### src/rtl/memory_access_unit_pkg.sv
// Shared definitions for the memory access unit.
//   - Default address/data widths for the 512x32 synchronous RAM.
//   - FSM state encoding (3 bits, fixed values so debug dumps are stable).
//   - Helper that tells whether MAR/MDR may be loaded from the bus.
package memory_access_unit_pkg;

  localparam int ADDR_WIDTH_DEF = 9;
  localparam int DATA_WIDTH_DEF = 32;

  typedef enum logic [2:0] {
    ST_IDLE       = 3'd0,
    ST_RD_ISSUE   = 3'd1,
    ST_RD_CAPTURE = 3'd2,
    ST_WR_ISSUE   = 3'd3,
    ST_DONE       = 3'd4
  } state_t;

  // Bus loads are only honoured outside an active RAM access, so the
  // address and write data stay frozen while the RAM is being driven.
  function automatic logic regs_loadable(input state_t s);
    return (s == ST_IDLE) || (s == ST_DONE);
  endfunction

endpackage

### src/rtl/memory_access_unit_enable_register.sv
// Generic load-enabled register with asynchronous active-low clear.
// Used for both MAR and MDR.
// Ports:
//   clk    - clock, loads on posedge
//   clr_n  - asynchronous active-low clear (q -> 0)
//   i_load - load enable
//   i_d    - data to load
//   o_q    - register contents
module enable_register #(
  parameter int WIDTH = 32
) (
  input  logic             clk,
  input  logic             clr_n,
  input  logic             i_load,
  input  logic [WIDTH-1:0] i_d,
  output logic [WIDTH-1:0] o_q
);

  logic [WIDTH-1:0] r_q;

  always_ff @(posedge clk or negedge clr_n) begin
    if (!clr_n) begin
      r_q <= '0;
    end else if (i_load) begin
      r_q <= i_d;
    end
  end

  assign o_q = r_q;

endmodule

### src/rtl/memory_access_unit.sv
// Sequencer between the CPU datapath bus and a synchronous 512x32 RAM.
// Holds MAR/MDR and runs a fixed read (3 cycles) or write (2 cycles)
// transaction, reporting busy and a one-cycle done pulse.
// Handshake: read_req/write_req are sampled only in IDLE; a single-cycle
// pulse is enough, requests in any other state are dropped (not queued),
// and write wins if both are raised together. done is a one-cycle pulse
// marking completion; busy is high in every state except IDLE.
// Ports:
//   clk, clr_n            - clock, asynchronous active-low reset
//   bus_in                - datapath bus
//   mar_in, mdr_in        - load MAR (low address bits) / MDR from bus_in
//   read_req, write_req   - start a RAM read into MDR / write of MDR
//   mdr_out               - MDR contents
//   ram_address           - MAR, combinational
//   ram_read, ram_write   - RAM strobes
//   ram_data_out          - MDR, to RAM data_input
//   ram_data_in           - RAM registered data_output
//   busy, done            - status to the control unit
//   state_dbg             - current FSM state (debug visibility)
module memory_access_unit
  import memory_access_unit_pkg::*;
#(
  parameter int ADDR_WIDTH = ADDR_WIDTH_DEF,
  parameter int DATA_WIDTH = DATA_WIDTH_DEF
) (
  input  logic                  clk,
  input  logic                  clr_n,
  input  logic [DATA_WIDTH-1:0] bus_in,
  input  logic                  mar_in,
  input  logic                  mdr_in,
  input  logic                  read_req,
  input  logic                  write_req,
  output logic [DATA_WIDTH-1:0] mdr_out,
  output logic [ADDR_WIDTH-1:0] ram_address,
  output logic                  ram_read,
  output logic                  ram_write,
  output logic [DATA_WIDTH-1:0] ram_data_out,
  input  logic [DATA_WIDTH-1:0] ram_data_in,
  output logic                  busy,
  output logic                  done,
  output logic [2:0]            state_dbg
);

  state_t r_state;
  logic   r_ram_read;
  logic   r_ram_write;
  logic   r_busy;
  logic   r_done;

  logic                  w_capture;
  logic                  w_mar_load;
  logic                  w_mdr_load;
  logic [DATA_WIDTH-1:0] w_mdr_d;
  logic [ADDR_WIDTH-1:0] w_mar_q;
  logic [DATA_WIDTH-1:0] w_mdr_q;

  // The RAM output is only meaningful on the RD_CAPTURE edge; at any other
  // time it is undefined, so MDR must never take it otherwise.
  assign w_capture  = (r_state == ST_RD_CAPTURE);
  assign w_mar_load = mar_in && regs_loadable(r_state);
  assign w_mdr_load = w_capture || (mdr_in && regs_loadable(r_state));
  assign w_mdr_d    = w_capture ? ram_data_in : bus_in;

  enable_register #(.WIDTH(ADDR_WIDTH)) u_mar (
    .clk    (clk),
    .clr_n  (clr_n),
    .i_load (w_mar_load),
    .i_d    (bus_in[ADDR_WIDTH-1:0]),
    .o_q    (w_mar_q)
  );

  enable_register #(.WIDTH(DATA_WIDTH)) u_mdr (
    .clk    (clk),
    .clr_n  (clr_n),
    .i_load (w_mdr_load),
    .i_d    (w_mdr_d),
    .o_q    (w_mdr_q)
  );

  // Outputs are registered alongside the state: each branch sets the
  // Moore decode of the state it is moving into.
  always_ff @(posedge clk or negedge clr_n) begin
    if (!clr_n) begin
      r_state     <= ST_IDLE;
      r_ram_read  <= 1'b0;
      r_ram_write <= 1'b0;
      r_busy      <= 1'b0;
      r_done      <= 1'b0;
    end else begin
      r_ram_read  <= 1'b0;
      r_ram_write <= 1'b0;
      r_done      <= 1'b0;
      r_busy      <= 1'b1;
      case (r_state)
        ST_IDLE: begin
          if (write_req) begin
            r_state     <= ST_WR_ISSUE;
            r_ram_write <= 1'b1;
          end else if (read_req) begin
            r_state    <= ST_RD_ISSUE;
            r_ram_read <= 1'b1;
          end else begin
            r_state <= ST_IDLE;
            r_busy  <= 1'b0;
          end
        end
        ST_RD_ISSUE: begin
          r_state <= ST_RD_CAPTURE;
        end
        ST_RD_CAPTURE: begin
          r_state <= ST_DONE;
          r_done  <= 1'b1;
        end
        ST_WR_ISSUE: begin
          r_state <= ST_DONE;
          r_done  <= 1'b1;
        end
        ST_DONE: begin
          r_state <= ST_IDLE;
          r_busy  <= 1'b0;
        end
        default: begin
          r_state <= ST_IDLE;
          r_busy  <= 1'b0;
        end
      endcase
    end
  end

  assign mdr_out      = w_mdr_q;
  assign ram_data_out = w_mdr_q;
  assign ram_address  = w_mar_q;
  assign ram_read     = r_ram_read;
  assign ram_write    = r_ram_write;
  assign busy         = r_busy;
  assign done         = r_done;
  assign state_dbg    = r_state;

endmodule

### config.mk
export PLATFORM = sky130hd
export DESIGN_NAME = memory_access_unit
export DESIGN_NICKNAME = d
export VERILOG_FILES = /design/src/rtl/memory_access_unit_pkg.sv /design/src/rtl/memory_access_unit_enable_register.sv /design/src/rtl/memory_access_unit.sv
export SDC_FILE = /design/constraint.sdc
export NUM_CORES = 1
export LEC_CHECK = 0
export ABC_CLOCK_PERIOD_IN_PS = 2800
export CORE_MARGIN = 2
export CORE_UTILIZATION = 41
export DETAILED_ROUTE_END_ITERATION = 7
export PLACE_DENSITY = 0.86
export SYNTH_ARGS = -nofsm -noshare
export SYNTH_HDL_FRONTEND = slang
export SYNTH_HIERARCHICAL = 1
export SYNTH_SLANG_ARGS = --single-unit
### constraint.sdc
create_clock -name clk -period 2.8 [get_ports clk]
set_clock_uncertainty 0.15 [all_clocks]
set_input_delay 0.56 -clock clk [delete_from_list [all_inputs] [get_ports clk]]
set_output_delay 0.56 -clock clk [all_outputs]
set_load 0.02 [all_outputs]
==> results of run 1 <==
==> power breakdown <==
group          switching, W  internal [W]  leakage, nW
registers          0.000295       0.00103        0.554
clock network      0.000215      0.000289       0.0612
logic               0.00141       0.00188         1.08
==> registers in the layout, indices dropped and copies added, names as in the netlist <==
register	flops
u_mdr/o_q	32
u_mar/o_q	9
state_dbg	2
busy	1
done	1
ram_read	1
ram_write	1
==> logic make-up after synthesis <==
| logic type | synth area share |
|---|---|
| muxes | 0.3718 |
| DFF | 0.4515 |
| buffers and inverters | 0.1398 |
| and+or+nand+nor | 0.02835 |
| AOI/OAI and AO/OA | 0.008645 |
==> layer usage <==
layer | vias to the layer above | track usage
li1 | 820 | -
met1 | 882 | 0.2042
met2 | 85 | 0.3164
met3 | 2 | 0.04649
met4 | 0 | 0.03812
met5 | - | 0
==> worst paths after layout <==
path,endpoint,slack [ns],depth (start not counted)
setup / recovery,done,0.59,1
hold / removal,u_mdr/o_q[26],0.11,2
setup reg to reg,u_mdr/o_q[15],0.85,4
hold reg to reg,u_mar/o_q[7],0.37,1
max in group asynchronous,u_mdr/o_q[9],2.13,2
min in group clk,u_mar/o_q[7],0.37,1
==> placed cells by master, fill, tap and decap left out <==
cell type | netlist | final
a21oi_1 | 1 | 1
and2_1 | 1 | 1
and2b_1 | 1 | 1
and3_1 | 1 | 1
buf_12 | 3 | 1
buf_2 | 0 | 1
buf_4 | 33 | 5
bufinv_16 | 0 | 1
clkbuf_8 | 0 | 6
clkdlybuf4s50_1 | 0 | 148
clkinv_2 | 0 | 1
dfrtp_1 | 47 | 47
mux2_1 | 2 | 2
mux2_2 | 32 | 32
mux2_4 | 39 | 39
nor2_1 | 3 | 3
nor2b_1 | 1 | 1
nor3_1 | 2 | 2
nor3b_2 | 0 | 1
nor3b_4 | 1 | 1
o21a_1 | 1 | 1
o21ba_2 | 1 | 1
==> per-stage QoR <==
stage               cell area [µm²]    util  cells  power (W)  worst slack, ns
finish                         4004  0.6415    374   0.005122           0.5914
global route                   4004  0.6415    374   0.005368           0.5345
CTS                            4004  0.6415    374   0.005185           0.5635
detailed placement             3886  0.6227    366   0.004653           0.6072
global placement               3886  0.6227    366   0.004582           0.6319
floorplan                      2605       -    175   0.003618           0.8873
==> cell type report <==
type,instances,area (µm²),area share
clock inverters,2,35.03,0.008750
clock buffers,6,82.58,0.02063
multi-input cells,87,1070,0.2672
well taps,77,96.34,0.02406
flip-flops and latches,47,1176,0.2938
repair buffers,155,1544,0.3856
==> flow_summary_export.csv, run 1 <==
group,metric,value,unit
critical_path,crit_fanout,8,
critical_path,crit_type,"register to output port",
floorplan,initial_core_util,0.4174,
routing,wl_met3,435,µm
sta,hold-worst-slack,0.1081,ns
clock_network,cts_sinks,47,
grt,grt_pass1_wl,9.756,mm
sta,tightest_slew,0.3128,ns
critical_path,path_buf_inv,1,
yosys,postSynth.asyncResetShare,1.000,
critical_path,cp-end-kind,"output port",
routing,vias,1789,
sta,period_share,0.7888,
floorplan,io_pins,150,
placement,io_buffers,149,
sta,relSlewSlack,0.7915,
yosys,yosysTopAreaCellShare,0.4515,
clock_network,ctsHoldBuffers,0,
flow_run,max_cap_viol_count,0,
sta,fin_crit,2.209,ns
power_and_ir_drop,vdd_ir_drop_max,0.7022,mV
floorplan,coreArea,6241,µm²
routing,wl_met1,2.416,mm
clock_network,htree_num_levels,2,
power_and_ir_drop,power_density,1279,nW/µm²
sta,setup_violations,0,
floorplan,die_w,83.71,µm
routing,routed_via_density,4.783,
sta,finalHoldViolCount,0,
routing,drtAntennaViolNets,0,
routing,drt_first_pass_iters,4,
grt,grt_pass1_vias,1920,
yosys,syn_nets,245,
critical_path,r2r-start,"state_dbg[1]",
critical_path,path_cells,"clkdlybuf4s50_1",
critical_path,slowest_delay,0.68,ns
routing,drc_errors,0,
grt,grt_antenna_before_repair,0,
grt,grt-ovfl-total,0,
routing,drt_iter0_drc,23,
yosys,synth_edf_count,0,
cells_and_area,fin_nets,366,
clock_network,cts_resized,0,
cells_and_area,fillers,499,
clock_network,path_clk_slew,0.08,ns
critical_path,cp_top_family,"buffers and inverters",
yosys,syn-instance-count,175,
critical_path,cp.arrival,1.50,ns
critical_path,cp.required,2.09,ns
floorplan,dieHeight,83.71,µm
clock_network,clk_path_buf_depth,2,
grt,grt.total_usage,0.1737,
sta,max_clock_freq,452.8,MHz
placement,gp_congestion,0.7037,
clock_network,clock-root-buffer,"clkbuf_8",
yosys,synthTopCellsByCount,"47 x dfrtp_1, 39 x mux2_4, 33 x buf_4",
sta,setup_tns,0,ns
power_and_ir_drop,p_leak,1.698,nW
yosys,yosysTopAreaCell,"dfrtp_1",
yosys,yosysSeqAreaShare,0.4515,
cells_and_area,syn_to_final_growth,53.70,%
clock_network,cts_tree,"yes",
yosys,syn_area_per_cell,14.89,µm²
yosys,synth_cell_types,18,
routing,routed.top_layer,"met4",
critical_path,start_kind,"register",
floorplan,die-area,7007,µm²
placement,place.detailed.hpwl,4.744,mm
outcome,outcome,"finished clean",
routing,wl_met2,3.237,mm
clock_network,clock_latency,0.28,ns
cells_and_area,diodes,0,
critical_path,crit_start,"done",
hold_path,hold_class,"input port to async pin",
grt,grt_max_degree,33,
sta,slew_viol_final,0,
yosys,synth_seq_cells,47,
cells_and_area,drive_gt1_frac,0.2997,
yosys,synth_area,2605,µm²
routing,drt-total-wl,6.112,mm
yosys,yosysMostFrequentCell,"dfrtp_1",
routing,wl_per_cell,16.34,µm
floorplan,num_rows,29,
clock_network,post_cts_buffers,0,
yosys,synth_ff_type,"dfrtp_1",
critical_path,slowest_stage,"clkdlybuf4s50_1",
yosys,netlist_top_cells_area,"dfrtp_1 45%, mux2_4 22%, mux2_2 14%, buf_4 9.5%, buf_12 2.3%",
yosys,yosysWarningCount,6,
clock_network,numCtsBuffers,5,
sta,rsz0062_at_grt,"no",
(Power assumes the default switching activity.)
==> run 2: changes to the inputs <==
ABC_CLOCK_PERIOD_IN_PS = 2300   (was 2800)
CORE_UTILIZATION = 38   (was 41)
PLACE_DENSITY = 0.8   (was 0.86)
clock period = 2.3 ns   (was 2.8 ns; I/O delays follow)
==> flow_summary_export.csv, run 2 (synthesis gave the netlist of run 1 again) <==
group,metric,value,unit
clock_network,path_clk_slew,0.08,ns
power_and_ir_drop,vdd_ir_drop_max,0.7275,mV
floorplan,die-area,7533,µm²
outcome,outcome,"finished clean",
sta,finalHoldViolCount,0,
floorplan,io_pins,150,
critical_path,cp.arrival,1.49,ns
clock_network,clock_latency,0.29,ns
critical_path,path_buf_inv,1,
cells_and_area,drive_gt1_frac,0.2963,
placement,dp.cells,369,
cells_and_area,layout_common_cells,"148 x clkdlybuf4s50_1, 47 x dfrtp_1, 39 x mux2_4",
critical_path,cp_top_family,"buffers and inverters",
critical_path,rr_worst_depth,4,
cells_and_area,diodes,0,
clock_network,ctsHoldBuffers,0,
grt,grt.total_usage,0.1586,
grt,grt_antenna_before_repair,0,
critical_path,cp_num_cells,1,
clock_network,numCtsBuffers,5,
routing,drt_first_pass_iters,4,
sta,rsz0062_at_grt,"no",
critical_path,cp-end-kind,"output port",
critical_path,cp.required,1.69,ns
cells_and_area,largest_reg_flops,32,
sta,max_clock_freq,477.0,MHz
clock_network,htree_num_levels,2,
clock_network,post_cts_buffers,0,
clock_network,cts_sinks,47,
floorplan,dieHeight,86.80,µm
placement,io_buffers,149,
grt,grt_max_degree,26,
sta,fin_crit,2.096,ns
sta,setup_violations,0,
sta,period_share,0.9115,
cells_and_area,final_common_cell,"clkdlybuf4s50_1",
routing,drtAntennaViolNets,0,
routing,drt_iter0_drc,39,
sta,tightest_slew,0.5739,ns
clock_network,cts_tree,"yes",
cells_and_area,fin_nets,366,
cells_and_area,post-route-util,0.5976,
cells_and_area,layout.cells.non_filler,377,
grt,grt-ovfl-total,0,
power_and_ir_drop,power_density,1547,nW/µm²
hold_path,hold_class,"input port to async pin",
critical_path,slowest_stage,"clkdlybuf4s50_1",
clock_network,clock-root-buffer,"clkbuf_8",
critical_path,crit_fanout,8,
routing,vias,1752,
floorplan,die_w,86.80,µm
clock_network,cts_resized,0,
sta,relSlewSlack,0.6174,
flow_run,max_cap_viol_count,0,
floorplan,coreArea,6719,µm²
critical_path,slowest_delay,0.67,ns
floorplan,initial_core_util,0.3877,
power_and_ir_drop,total_power,0.006213,W
placement,place.detailed.hpwl,4.601,mm
routing,routed_via_density,4.647,
clock_network,clk_path_buf_depth,2,
power_and_ir_drop,p_leak,1.697,nW
routing,wl_per_cell,15.72,µm
cells_and_area,syn_to_final_growth,54.13,%
critical_path,path_cells,"clkdlybuf4s50_1",
sta,setup_tns,0,ns
grt,grt_pass1_vias,1870,
placement,gp_congestion,0.7408,
routing,drt-total-wl,5.927,mm
critical_path,start_kind,"register",
floorplan,num_rows,30,
routing,drc_errors,0,
sta,slew_viol_final,0,
cells_and_area,fillers,550,
critical_path,crit_type,"register to output port",
grt,grt_pass1_wl,9.321,mm
-- run 2: per-layer routing --
metal,vias to the layer above,global-route usage,wire (µm),share of wire
met2,86,0.2713,2911,0.49
li1,814,-,-,-
met1,846,0.1943,2466,0.42
met4,0,0.03835,55,0.0093
met5,-,0,0,0
met3,6,0.05048,494,0.083
-- run 2: area by class of cell --
class,count,area (µm²),area share
clock buffer,8,100.1,0.02493
multi-input combinational,87,1070,0.2664
sequential,47,1176,0.2929
tap,80,100.1,0.02493
timing repair buffer,155,1569,0.3908
-- run 2: path summary, 6_finish.rpt --
path / startpoint / end / slack [ns]
worst max-delay path: done / done / 0.20
worst min-delay path: clr_n / u_mdr/o_q[22] / 0.004
worst max register to register: state_dbg[1] / u_mdr/o_q[11] / 0.37
worst min register to register: u_mar/o_q[5] / u_mar/o_q[5] / 0.36
max in group asynchronous: clr_n / u_mdr/o_q[26] / 1.47
min in group clk: u_mar/o_q[5] / u_mar/o_q[5] / 0.36
-- run 2: power breakdown --
part / total [W] / switching (W) / internal, W
combinational: 0.00407 / 0.00174 / 0.00233
sequential: 0.00160 / 0.000353 / 0.00125
clock: 0.000538 / 0.000264 / 0.000275
-- run 2: metrics by stage --
stage,setup slack [ns],instance area (µm²),hold WS [ns]
after floorplan,0.3873,2605,0.01441
after global placement,0.2684,3915,0.3354
after detailed placement,0.2439,3915,0.3419
after CTS,0.1904,4015,0.01759
after global routing,0.1581,4015,0.04504
final,0.2036,4015,0.004000
==> run 3: changes to the inputs <==
CAP_MARGIN = 5   (was default)
==> results of run 3 <==
Final layout, timing and power as in run 2 (identical DEF).
